### src/rtl/rop_types_pkg.sv
// Shared ROP types: colour layout, blend state, blend enums and the
// exact divide-by-255 used to renormalise 8x8 colour products.
//
// Channel layout of a 32-bit colour: a[31:24] r[23:16] g[15:8] b[7:0].
package rop_types;

    typedef struct packed {
        logic [7:0] a;
        logic [7:0] r;
        logic [7:0] g;
        logic [7:0] b;
    } rgba_t;

    typedef enum logic [2:0] {
        ROP_BLEND_MODE_ADD          = 3'd0,
        ROP_BLEND_MODE_SUBTRACT     = 3'd1,
        ROP_BLEND_MODE_REV_SUBTRACT = 3'd2,
        ROP_BLEND_MODE_MIN          = 3'd3,
        ROP_BLEND_MODE_MAX          = 3'd4
    } rop_blend_mode_e;

    typedef enum logic [3:0] {
        ROP_BLEND_FUNC_ZERO                = 4'd0,
        ROP_BLEND_FUNC_ONE                 = 4'd1,
        ROP_BLEND_FUNC_SRC_COLOR           = 4'd2,
        ROP_BLEND_FUNC_ONE_MINUS_SRC_COLOR = 4'd3,
        ROP_BLEND_FUNC_DST_COLOR           = 4'd4,
        ROP_BLEND_FUNC_ONE_MINUS_DST_COLOR = 4'd5,
        ROP_BLEND_FUNC_SRC_ALPHA           = 4'd6,
        ROP_BLEND_FUNC_ONE_MINUS_SRC_ALPHA = 4'd7,
        ROP_BLEND_FUNC_DST_ALPHA           = 4'd8,
        ROP_BLEND_FUNC_ONE_MINUS_DST_ALPHA = 4'd9,
        ROP_BLEND_FUNC_CONST_COLOR         = 4'd10,
        ROP_BLEND_FUNC_ONE_MINUS_CONST_COLOR = 4'd11,
        ROP_BLEND_FUNC_CONST_ALPHA         = 4'd12,
        ROP_BLEND_FUNC_ONE_MINUS_CONST_ALPHA = 4'd13,
        ROP_BLEND_FUNC_ALPHA_SAT           = 4'd14
    } rop_blend_func_e;

    typedef struct packed {
        rop_blend_mode_e blend_mode_rgb;
        rop_blend_mode_e blend_mode_a;
        rop_blend_func_e blend_src_rgb;
        rop_blend_func_e blend_dst_rgb;
        rop_blend_func_e blend_src_a;
        rop_blend_func_e blend_dst_a;
        rgba_t           blend_const;
    } rop_dcrs_t;

    // Per-channel blend factors, same channel order as rgba_t.
    typedef struct packed {
        logic [7:0] a;
        logic [7:0] r;
        logic [7:0] g;
        logic [7:0] b;
    } blend_factor_t;

    // Exact round-to-nearest of p/255 for p in 0..255*255.
    function automatic logic [7:0] rop_div255(input logic [15:0] p);
        logic [16:0] t;
        logic [16:0] u;
        t = {1'b0, p} + 17'd128;
        u = t + {8'd0, t[16:8]};
        return 8'(u >> 8);
    endfunction

endpackage

### src/rtl/rop_blend_factor.sv
// Combinational blend-factor select for one source/destination colour pair.
// Instantiated once for the source factor and once for the destination factor.
//   src_i, dst_i     fragment and framebuffer colours
//   blend_const_i    constant blend colour
//   func_rgb_i       factor function for r/g/b
//   func_a_i         factor function for alpha
//   factor_o         selected 8-bit factor per channel
module rop_blend_factor
    import rop_types::*;
(
    input  rgba_t           src_i,
    input  rgba_t           dst_i,
    input  rgba_t           blend_const_i,
    input  rop_blend_func_e func_rgb_i,
    input  rop_blend_func_e func_a_i,
    output blend_factor_t   factor_o
);

    // 255-x is the bitwise complement for 8-bit values.
    function automatic logic [7:0] sel_factor(
        input rop_blend_func_e f,
        input logic [7:0]      s,
        input logic [7:0]      d,
        input logic [7:0]      c,
        input logic [7:0]      sa,
        input logic [7:0]      da,
        input logic [7:0]      ca,
        input logic [7:0]      sat
    );
        logic [7:0] r;
        case (f)
            ROP_BLEND_FUNC_ZERO:                  r = 8'h00;
            ROP_BLEND_FUNC_ONE:                   r = 8'hFF;
            ROP_BLEND_FUNC_SRC_COLOR:             r = s;
            ROP_BLEND_FUNC_ONE_MINUS_SRC_COLOR:   r = ~s;
            ROP_BLEND_FUNC_DST_COLOR:             r = d;
            ROP_BLEND_FUNC_ONE_MINUS_DST_COLOR:   r = ~d;
            ROP_BLEND_FUNC_SRC_ALPHA:             r = sa;
            ROP_BLEND_FUNC_ONE_MINUS_SRC_ALPHA:   r = ~sa;
            ROP_BLEND_FUNC_DST_ALPHA:             r = da;
            ROP_BLEND_FUNC_ONE_MINUS_DST_ALPHA:   r = ~da;
            ROP_BLEND_FUNC_CONST_COLOR:           r = c;
            ROP_BLEND_FUNC_ONE_MINUS_CONST_COLOR: r = ~c;
            ROP_BLEND_FUNC_CONST_ALPHA:           r = ca;
            ROP_BLEND_FUNC_ONE_MINUS_CONST_ALPHA: r = ~ca;
            ROP_BLEND_FUNC_ALPHA_SAT:             r = sat;
            default:                              r = 8'hFF;  // unused encoding acts as ONE
        endcase
        return r;
    endfunction

    logic [7:0] alpha_sat;

    assign alpha_sat = (src_i.a < ~dst_i.a) ? src_i.a : ~dst_i.a;

    assign factor_o.r = sel_factor(func_rgb_i, src_i.r, dst_i.r, blend_const_i.r,
                                   src_i.a, dst_i.a, blend_const_i.a, alpha_sat);
    assign factor_o.g = sel_factor(func_rgb_i, src_i.g, dst_i.g, blend_const_i.g,
                                   src_i.a, dst_i.a, blend_const_i.a, alpha_sat);
    assign factor_o.b = sel_factor(func_rgb_i, src_i.b, dst_i.b, blend_const_i.b,
                                   src_i.a, dst_i.a, blend_const_i.a, alpha_sat);
    // ALPHA_SAT on the alpha channel is defined as 255.
    assign factor_o.a = sel_factor(func_a_i, src_i.a, dst_i.a, blend_const_i.a,
                                   src_i.a, dst_i.a, blend_const_i.a, 8'hFF);

endmodule

### src/rtl/rop_blend_pipe.sv
// ROP colour blend stage: 2-stage elastic pipeline.
//   S1: factor select and 8 registered 16-bit products (src*Fs, dst*Fd).
//   S2: renormalise by 255, apply blend mode per channel group, clamp.
// Ports:
//   clk, reset_n             clock, async active-low reset
//   dcrs                     blend state, stable while any stage is valid
//   valid_in / ready_in      input handshake
//   src_color, dst_color     fragment and framebuffer colours (rgba_t layout)
//   tag_in / tag_out         opaque sideband, aligned with the colour
//   valid_out / ready_out    output handshake
//   color_out                blended colour
module rop_blend_pipe
    import rop_types::*;
#(
    parameter int TAG_WIDTH = 8
) (
    input  logic                 clk,
    input  logic                 reset_n,
    input  rop_dcrs_t            dcrs,
    input  logic                 valid_in,
    output logic                 ready_in,
    input  logic [31:0]          src_color,
    input  logic [31:0]          dst_color,
    input  logic [TAG_WIDTH-1:0] tag_in,
    output logic                 valid_out,
    input  logic                 ready_out,
    output logic [31:0]          color_out,
    output logic [TAG_WIDTH-1:0] tag_out
);

    blend_factor_t         fs;
    blend_factor_t         fd;
    logic [3:0][7:0]       src_ch;
    logic [3:0][7:0]       dst_ch;
    logic [3:0][7:0]       fs_ch;
    logic [3:0][7:0]       fd_ch;
    logic [3:0][15:0]      ps_d;
    logic [3:0][15:0]      pd_d;

    logic                  valid1_q;
    logic [3:0][15:0]      ps_q;
    logic [3:0][15:0]      pd_q;
    logic [3:0][7:0]       src1_q;
    logic [3:0][7:0]       dst1_q;
    logic [TAG_WIDTH-1:0]  tag1_q;

    logic                  valid2_q;
    logic [3:0][7:0]       color2_d;
    logic [3:0][7:0]       color2_q;
    logic [TAG_WIDTH-1:0]  tag2_q;

    logic                  en1;
    logic                  en2;

    rop_blend_mode_e       mode_ch;
    logic [3:0][7:0]       ns;
    logic [3:0][7:0]       nd;
    logic [3:0][8:0]       sum9;
    logic [3:0][8:0]       dif9;
    logic [3:0][8:0]       rdif9;

    assign src_ch = src_color;
    assign dst_ch = dst_color;

    rop_blend_factor u_factor_src (
        .src_i         (src_color),
        .dst_i         (dst_color),
        .blend_const_i (dcrs.blend_const),
        .func_rgb_i    (dcrs.blend_src_rgb),
        .func_a_i      (dcrs.blend_src_a),
        .factor_o      (fs)
    );

    rop_blend_factor u_factor_dst (
        .src_i         (src_color),
        .dst_i         (dst_color),
        .blend_const_i (dcrs.blend_const),
        .func_rgb_i    (dcrs.blend_dst_rgb),
        .func_a_i      (dcrs.blend_dst_a),
        .factor_o      (fd)
    );

    assign fs_ch = fs;
    assign fd_ch = fd;

    always_comb begin
        ps_d = '0;
        pd_d = '0;
        for (int i = 0; i < 4; i++) begin
            ps_d[i] = 16'(src_ch[i]) * 16'(fs_ch[i]);
            pd_d[i] = 16'(dst_ch[i]) * 16'(fd_ch[i]);
        end
    end

    // Stage enables: a stage may load when empty or when it drains this cycle,
    // so a pop at S2 and a push at S1 in the same cycle leave no bubble.
    assign en2      = !valid2_q || ready_out;
    assign en1      = !valid1_q || en2;
    assign ready_in = en1;

    // Channel 3 is alpha and follows the alpha mode; the rest follow the rgb mode.
    // MIN/MAX operate on the raw colours carried through S1, ignoring factors.
    always_comb begin
        color2_d = '0;
        mode_ch  = ROP_BLEND_MODE_ADD;
        ns       = '0;
        nd       = '0;
        sum9     = '0;
        dif9     = '0;
        rdif9    = '0;
        for (int i = 0; i < 4; i++) begin
            mode_ch  = (i == 3) ? dcrs.blend_mode_a : dcrs.blend_mode_rgb;
            ns[i]    = rop_div255(ps_q[i]);
            nd[i]    = rop_div255(pd_q[i]);
            sum9[i]  = {1'b0, ns[i]} + {1'b0, nd[i]};
            dif9[i]  = {1'b0, ns[i]} - {1'b0, nd[i]};
            rdif9[i] = {1'b0, nd[i]} - {1'b0, ns[i]};
            case (mode_ch)
                ROP_BLEND_MODE_ADD:
                    color2_d[i] = sum9[i][8] ? 8'hFF : sum9[i][7:0];
                ROP_BLEND_MODE_SUBTRACT:
                    color2_d[i] = dif9[i][8] ? 8'h00 : dif9[i][7:0];
                ROP_BLEND_MODE_REV_SUBTRACT:
                    color2_d[i] = rdif9[i][8] ? 8'h00 : rdif9[i][7:0];
                ROP_BLEND_MODE_MIN:
                    color2_d[i] = (src1_q[i] < dst1_q[i]) ? src1_q[i] : dst1_q[i];
                ROP_BLEND_MODE_MAX:
                    color2_d[i] = (src1_q[i] > dst1_q[i]) ? src1_q[i] : dst1_q[i];
                default:
                    color2_d[i] = src1_q[i];
            endcase
        end
    end

    always_ff @(posedge clk or negedge reset_n) begin
        if (!reset_n) begin
            valid1_q <= 1'b0;
            ps_q     <= '0;
            pd_q     <= '0;
            src1_q   <= '0;
            dst1_q   <= '0;
            tag1_q   <= '0;
            valid2_q <= 1'b0;
            color2_q <= '0;
            tag2_q   <= '0;
        end else begin
            if (en1) begin
                valid1_q <= valid_in;
                if (valid_in) begin
                    ps_q   <= ps_d;
                    pd_q   <= pd_d;
                    src1_q <= src_ch;
                    dst1_q <= dst_ch;
                    tag1_q <= tag_in;
                end
            end
            if (en2) begin
                valid2_q <= valid1_q;
                if (valid1_q) begin
                    color2_q <= color2_d;
                    tag2_q   <= tag1_q;
                end
            end
        end
    end

    assign valid_out = valid2_q;
    assign color_out = color2_q;
    assign tag_out   = tag2_q;

endmodule

### config.mk
export PLATFORM = sky130hd
export DESIGN_NAME = rop_blend_pipe
export DESIGN_NICKNAME = d
export VERILOG_FILES = /design/src/rtl/rop_types_pkg.sv /design/src/rtl/rop_blend_factor.sv /design/src/rtl/rop_blend_pipe.sv
export SDC_FILE = /design/constraint.sdc
export NUM_CORES = 2
export LEC_CHECK = 0
export CORE_UTILIZATION = 31
export CTS_CLUSTER_SIZE = 24
export DETAILED_ROUTE_END_ITERATION = 10
export PLACE_DENSITY_LB_ADDON = 0.3
export REMOVE_ABC_BUFFERS = 1
export SYNTH_ARGS = -nofsm -noshare
export SYNTH_HDL_FRONTEND = slang
export SYNTH_SLANG_ARGS = --single-unit
### constraint.sdc
create_clock -name clk -period 4.4 [get_ports clk]
set_input_delay 0.44 -clock clk [delete_from_list [all_inputs] [get_ports clk]]
set_output_delay 0.44 -clock clk [all_outputs]
set_load 0.02 [all_outputs]
**Word level (Yosys, flattened, before mapping)**

Index checks and enable logic that the tools add are counted.
Widths: inputs -> output; s select.

- Eq/ne operators: 58
- Bitwise gates (word level): 12
- $mul: 8
- Add/subtract/negate cells: 28
- Reduce and logical (&&, ||, !) cells: 24
- Mux-type cells: 33
- Order comparisons: 9

Operators with widths:

| kind | number |
|---|---|
| $pmux 8 s14 | 6 |
| $mux 8 | 21 |
| $pmux 8 s5 | 4 |
| $add 16x8->17 const B | 8 |
| $add 16x9->16 | 8 |
| $mul 8x8->16 | 8 |
| $pmux 8 s7 | 2 |
| $eq 4x4->1 const B | 26 |
| $not 8->8 | 12 |
| $sub 8x8->9 | 8 |
| $eq 4x3->1 const B | 16 |
| $lt 8x8->1 | 5 |
| $add 8x8->9 | 4 |
| $eq 4x2->1 const B | 8 |
| $gt 8x8->1 | 4 |
| $reduce_or 2->1 | 12 |
| $logic_not 4->1 | 4 |
| $eq 3x2->1 const B | 4 |
| $eq 3x1->1 const B | 2 |
| $eq 3x3->1 const B | 2 |
| $logic_not 3->1 | 2 |
| $reduce_and 2->1 | 2 |
| $logic_not 1->1 | 2 |
| $logic_or 1x1->1 | 2 |

- Bits in registers: 242
- Input bits: 130
- Word-level logic and storage cells: 196
- Output and inout bits: 42

**Logic depth before layout (Yosys ltp)**

- Depth after elaboration: 5
- Mapped depth: 26
- Mapped depth without buffers: 23

**Modules after synthesis**

A second synthesis with hierarchy kept.

- Cell total of the unflattened synthesis: 4598
- Area, all modules: 39182.6 µm²

Modules (own cells, without submodules):

| module | seq. area each (µm²) | times used | cells an instance | area each (µm²) |
|---|---|---|---|---|
| rop_blend_pipe | 6055.8 | 1 | 3890 | 34403.0 |
| rop_blend_factor | 0.0 | 2 | 354 | 2389.8 |

**Least setup slack after synthesis**

No wires, ideal clock.

- Kind: in2reg
- Start point: input src_color[28]
- End point: register pd_q[46] in the netlist's numbering
- Buffers on the path: 1
- Required time: 4.273 ns
- Library setup time: 0.127 ns
- Stages on the path: 24
- Arrival time: 5.695 ns
- Setup slack: -1.423 ns
- Cell sequence: ha_1 > a21o_1 > a21oi_1 > o21a_1 > clkbuf_1 > a211oi_1 > a31oi_1 > nand3_1 > and2_1 > fa_1 > inv_1 > fa_1 > inv_1 > fa_1 > inv_1 > fa_1 > inv_1 > ha_1 > o21a_1 > o21a_1 > a21oi_1 > o211ai_1 > mux2i_1 > or2_2

- Longest elaborated chain between the ends: 4
- Elaborated cells on any way between the ends: 5
- Those cells by class: 1 x mul; 1 x order compare; 2 x mux; 1 x bitwise

RTL lines:

| item | line | RTL |
|---|---|---|
| start, declared | rop_blend_pipe.sv:22 | `input logic [31:0] src_color,` |
| $lt 8x8->1 | rop_blend_factor.sv:54 | `assign alpha_sat = (src_i.a < ~dst_i.a) ? src_i.a : ~dst_i.a;` |
| $mux 8 | rop_blend_factor.sv:54 |  |
| $pmux 8 s14 * | rop_blend_factor.sv:31 | `case (f)` |
| $mul 8x8->16 * | rop_blend_pipe.sv:91 | `pd_d[i] = 16'(dst_ch[i]) * 16'(fd_ch[i]);` |
| end signal, assigned | rop_blend_pipe.sv:151 | `pd_q <= pd_d;` |
| end, declared | rop_blend_pipe.sv:42 | `logic [3:0][15:0] pd_q;` |

Mark *: on every way between the ends. The rest lies on a longest branch, timed or not.
A chain may end at the register's enable or synchronous reset.

**Final worst setup path**

- Start point: input src_color[25]
- End point: register pd_q[30] in the netlist's numbering

The elaborated chain is that of the path after synthesis.

==> summary.txt <==
Routing
  – Avg WL per Cell: 19.2 um
  – Post-detailed-route via-to-cell ratio: 5.12
  – Vias after detailed routing: 39900
  – DRC viols: 0
  – Antenna Nets Post-Route: 0
  – Drt first pass iters: 8
  – Final wirelength: 149 mm
  – DRT iter0 DRCs: 2503

Floorplan
  – Ports: 172
  – Initial Util: 0.313
  – FP Rows: 131
  – Area of the core: 128000 sq um
  – Die Wd: 361 um
  – Die Span Y: 361 um
  – DIE AREA: 130000 sq um

Worst setup path
  – R2R depth: 23
  – Peak per-stage delay on the critical path: 0.52 ns
  – Slowest cell on crit path: fa_1
  – Crit-path max FO: 5
  – Cell count along the critical path: 25
  – CP Capture Type: register
  – Crit path capture: pd_q[30]
  – Worst endpoint required time: 4.84 ns
  – Crit Path Class: input pin to register
  – CP startpoint: src_color[25]
  – R2R Setup Slk: -0.26 ns
  – R2r endpoint: color_out[9]
  – Worst path buffer plus inverter count: 6
  – Largest delay contributor family on the critical path: adder cells
  – Crit path launch type: input pin
  – Worst path arrival time: 5.84 ns
  – RR Startpoint: ps_q[25]

Yosys
  – Syn_area_per_cell: 8.25 sq um
  – Area of the mapped netlist: 39900 sq um
  – Post-Synth Simple-Gate Area: 0.192
  – Number of synthesized register bits: 242
  – Adder-cell area share of the yosys netlist: 0.306
  – Synth warn: 0
  – Top-area cell type share of the netlist area: 0.155
  – Seq/Total Area, Yosys: 0.152
  – Most instantiated cells after synthesis: nand2_1, inv_1, ha_1
  – Ys async rst share: 1.00
  – Cells after Synth: 4836
  – Top area cells in the synthesized netlist: ha_1, dfrtp_1, fa_1
  – Synth Flop Type: dfrtp_1
  – Xor and xnor area share after synthesis: 0.0748
  – Unique masters post-synth: 94
  – Post-synth EDFFs: 0
  – Area leader, netlist: ha_1
  – Post-synthesis compound-gate area fraction: 0.175
  – Count leader, synth: nand2_1
  – Combinational family with the most area after synthesis: adder cells
  – Mux contribution to synthesized area: 0.0240

CTS
  – Clock root buffer: clkbuf_16
  – Clock Latency Late Sink: 0.58 ns
  – Clk pin slew, worst setup/hold paths: 0.06 ns
  – TritonCTS clock tree: built
  – H-tree depth: 2
  – Num Clock Sinks: 242
  – CTS Buf Count: 34
  – CTS Buffer Depth: 3

Power
  – Logic pwr share: 0.865
  – Int Power: 26.5 mW
  – Switching part of the total: 0.458
  – Sw Pwr: 22.5 mW
  – Total power: 49.0 mW
  – VDD IR-drop max: 0.499 mV
  – Clock power frac: 0.060
  – Flop pwr share: 0.075
  – Pwr Density: 814 nW/um^2
  – P_leak: 28.1 nW

Timing
  – RSZ-0062 raised after global routing: true
  – Hold Vio Cnt, Final: 0
  – Max-slew violations: 0
  – Slew @ Worst Pin: 1.17 ns
  – Slew headroom: 0.217
  – Period minus WS final: 5.40 ns
  – Tcrit/Tclk final: 1.23
  – Worst Skew: 0.0259 ns
  – Fin worst setup slack: -0.996 ns
  – Max Freq: 0.185 GHz
  – Endpoints failing setup: 106

Placed design
  – Post-Place Setup Slack: -2.28 ns
  – GPL Wtd Cong: 0.914
  – Dpl hpwl: 116 mm
  – IO Port Bufs: 171

Global route
  – Grt met1 use: 0.297
  – First-pass GRT wire length: 230 mm
  – Number of global-route vias before repair: 40900
  – Pin count of the biggest net entering global routing: 80
  – Total GRT Usage: 0.223
  – GR Overflow Total: 0
  – Antenna violations before repair: 19
  – GRT met2 Usage: 0.369
  – Met3 Use GR: 0.0298
  – GR peak layer: met2

Finish
  – Area grow syn2layout: 50.8%
  – Share of layout cells above drive strength 1: 0.393
  – Fin nets: 7019
  – Fill cells: 12000

Status
  – Failing checks: negative setup slack
  – Status: complete, but fails checks

Worst hold path
  – Worst min-delay path class: input pin to asynchronous set/reset pin

Job
  – Max_cap viols: 0
-- stage by stage --
| stage | instance area [sq um] | util | hold WS, ns | TNS, ns | std cells |
|---|---|---|---|---|---|
| 3_5_place_dp | 50900 | 0.398 | 0.445 | -178.30 | 7472 |
| 6_report | 60200 | 0.471 | 0.391 | -50.11 | 7783 |
| 3_3_place_gp | 50900 | 0.398 | 0.438 | -172.07 | 7472 |
| 4_1_cts | 57400 | 0.450 | 0.361 | -51.17 | 7704 |
| 5_1_grt | 60200 | 0.471 | 0.381 | -70.10 | 7781 |
| 2_1_floorplan | 38900 | - | 0.144 | -145.61 | 4586 |
-- per-layer routing --
metal  wire, um  part of all wire
met2      70100              0.47
met5        140           0.00094
met4       5580             0.037
met1      65800              0.44
met3       7770             0.052
-- cell type report --
| cell class | count | area [sq um] | share of cell area |
|---|---|---|---|
| clock inverters | 13 | 208 | 0.00345 |
| inverters | 534 | 2010 | 0.0335 |
| diodes | 4 | 10.0 | 0.000166 |
| well taps | 1662 | 2080 | 0.0346 |
| clock buffers | 46 | 957 | 0.0159 |
| flip-flops and latches | 242 | 6060 | 0.101 |
| multi-input cells | 3810 | 36300 | 0.604 |
| repair buffers | 1472 | 12500 | 0.208 |
-- state kept, by name (all words and copies together), names as in the netlist --
| register | flops |
|---|---|
| valid1_q | 1 |
| color_out | 32 |
| tag_out | 8 |
| valid_out | 1 |
| ps_q | 64 |
| tag1_q | 8 |
| dst1_q | 32 |
| src1_q | 32 |
| pd_q | 64 |
-- cells by family after synthesis --
family | after synthesis
compound gates | 1062
buf+inv | 784
mux | 88
simple gates | 1525
flops | 242
fa+ha+maj | 795
xor+xnor | 340
-- power by group through the flow --
| stage | sequential, mW | clock, mW | combinational, mW |
|---|---|---|---|
| 2_1_floorplan | 3.79 | 0 | 18.2 |
| 3_3_place_gp | 3.62 | 0 | 31.7 |
| 3_5_place_dp | 3.63 | 0 | 32.0 |
| 4_1_cts | 3.66 | 3.02 | 38.1 |
| 5_1_grt | 3.79 | 3.10 | 46.3 |
| 6_report | 3.69 | 2.94 | 42.4 |
-- how the worst min path moves through the flow --
stage / startpoint / endpoint / cells past startpoint
global route: dst_color[25] / dst1_q[25] / 4
floorplan: reset_n / color_out[0] / 0
CTS: tag_in[3] / tag1_q[3] / 3
global placement: reset_n / color_out[17] / 1
detailed placement: reset_n / color_out[17] / 1
finish: reset_n / color_out[17] / 2
-- cells in the final DEF, fill, tap and decap left out, types with 29 or more instances in the layout --
master	count
buf_4	1096
nand2_1	522
inv_1	448
ha_1	374
fa_1	256
and2_1	243
dfrtp_1	242
buf_6	168
clkdlybuf4s50_1	132
xor2_1	126
o21ai_0	124
xnor2_1	117
a21oi_1	116
nor2_1	105
nor2b_1	101
o21ai_1	97
ha_4	94
a21oi_2	85
inv_2	83
o22ai_1	80
and2_4	62
nand2b_1	60
nand3_1	60
mux2_2	58
xnor2_2	52
o21a_1	46
a21o_1	46
fa_2	44
a22oi_1	43
clkbuf_16	36
nor3_1	34
a221o_1	34
a31oi_1	34
buf_12	33
and3_1	31
o21ai_2	31
xor2_2	30
mux2i_1	29
-- repair_timing --
action,in CTS,in global routing
cloned,2,1
setup endpoints to repair,124,121
resized for setup,1019,521
hold buffers,1,0
endpoints found under the hold margin,64,0
buffers inserted,179,92
pin swaps,498,502
No activity file was read; power rests on OpenSTA's default activity.
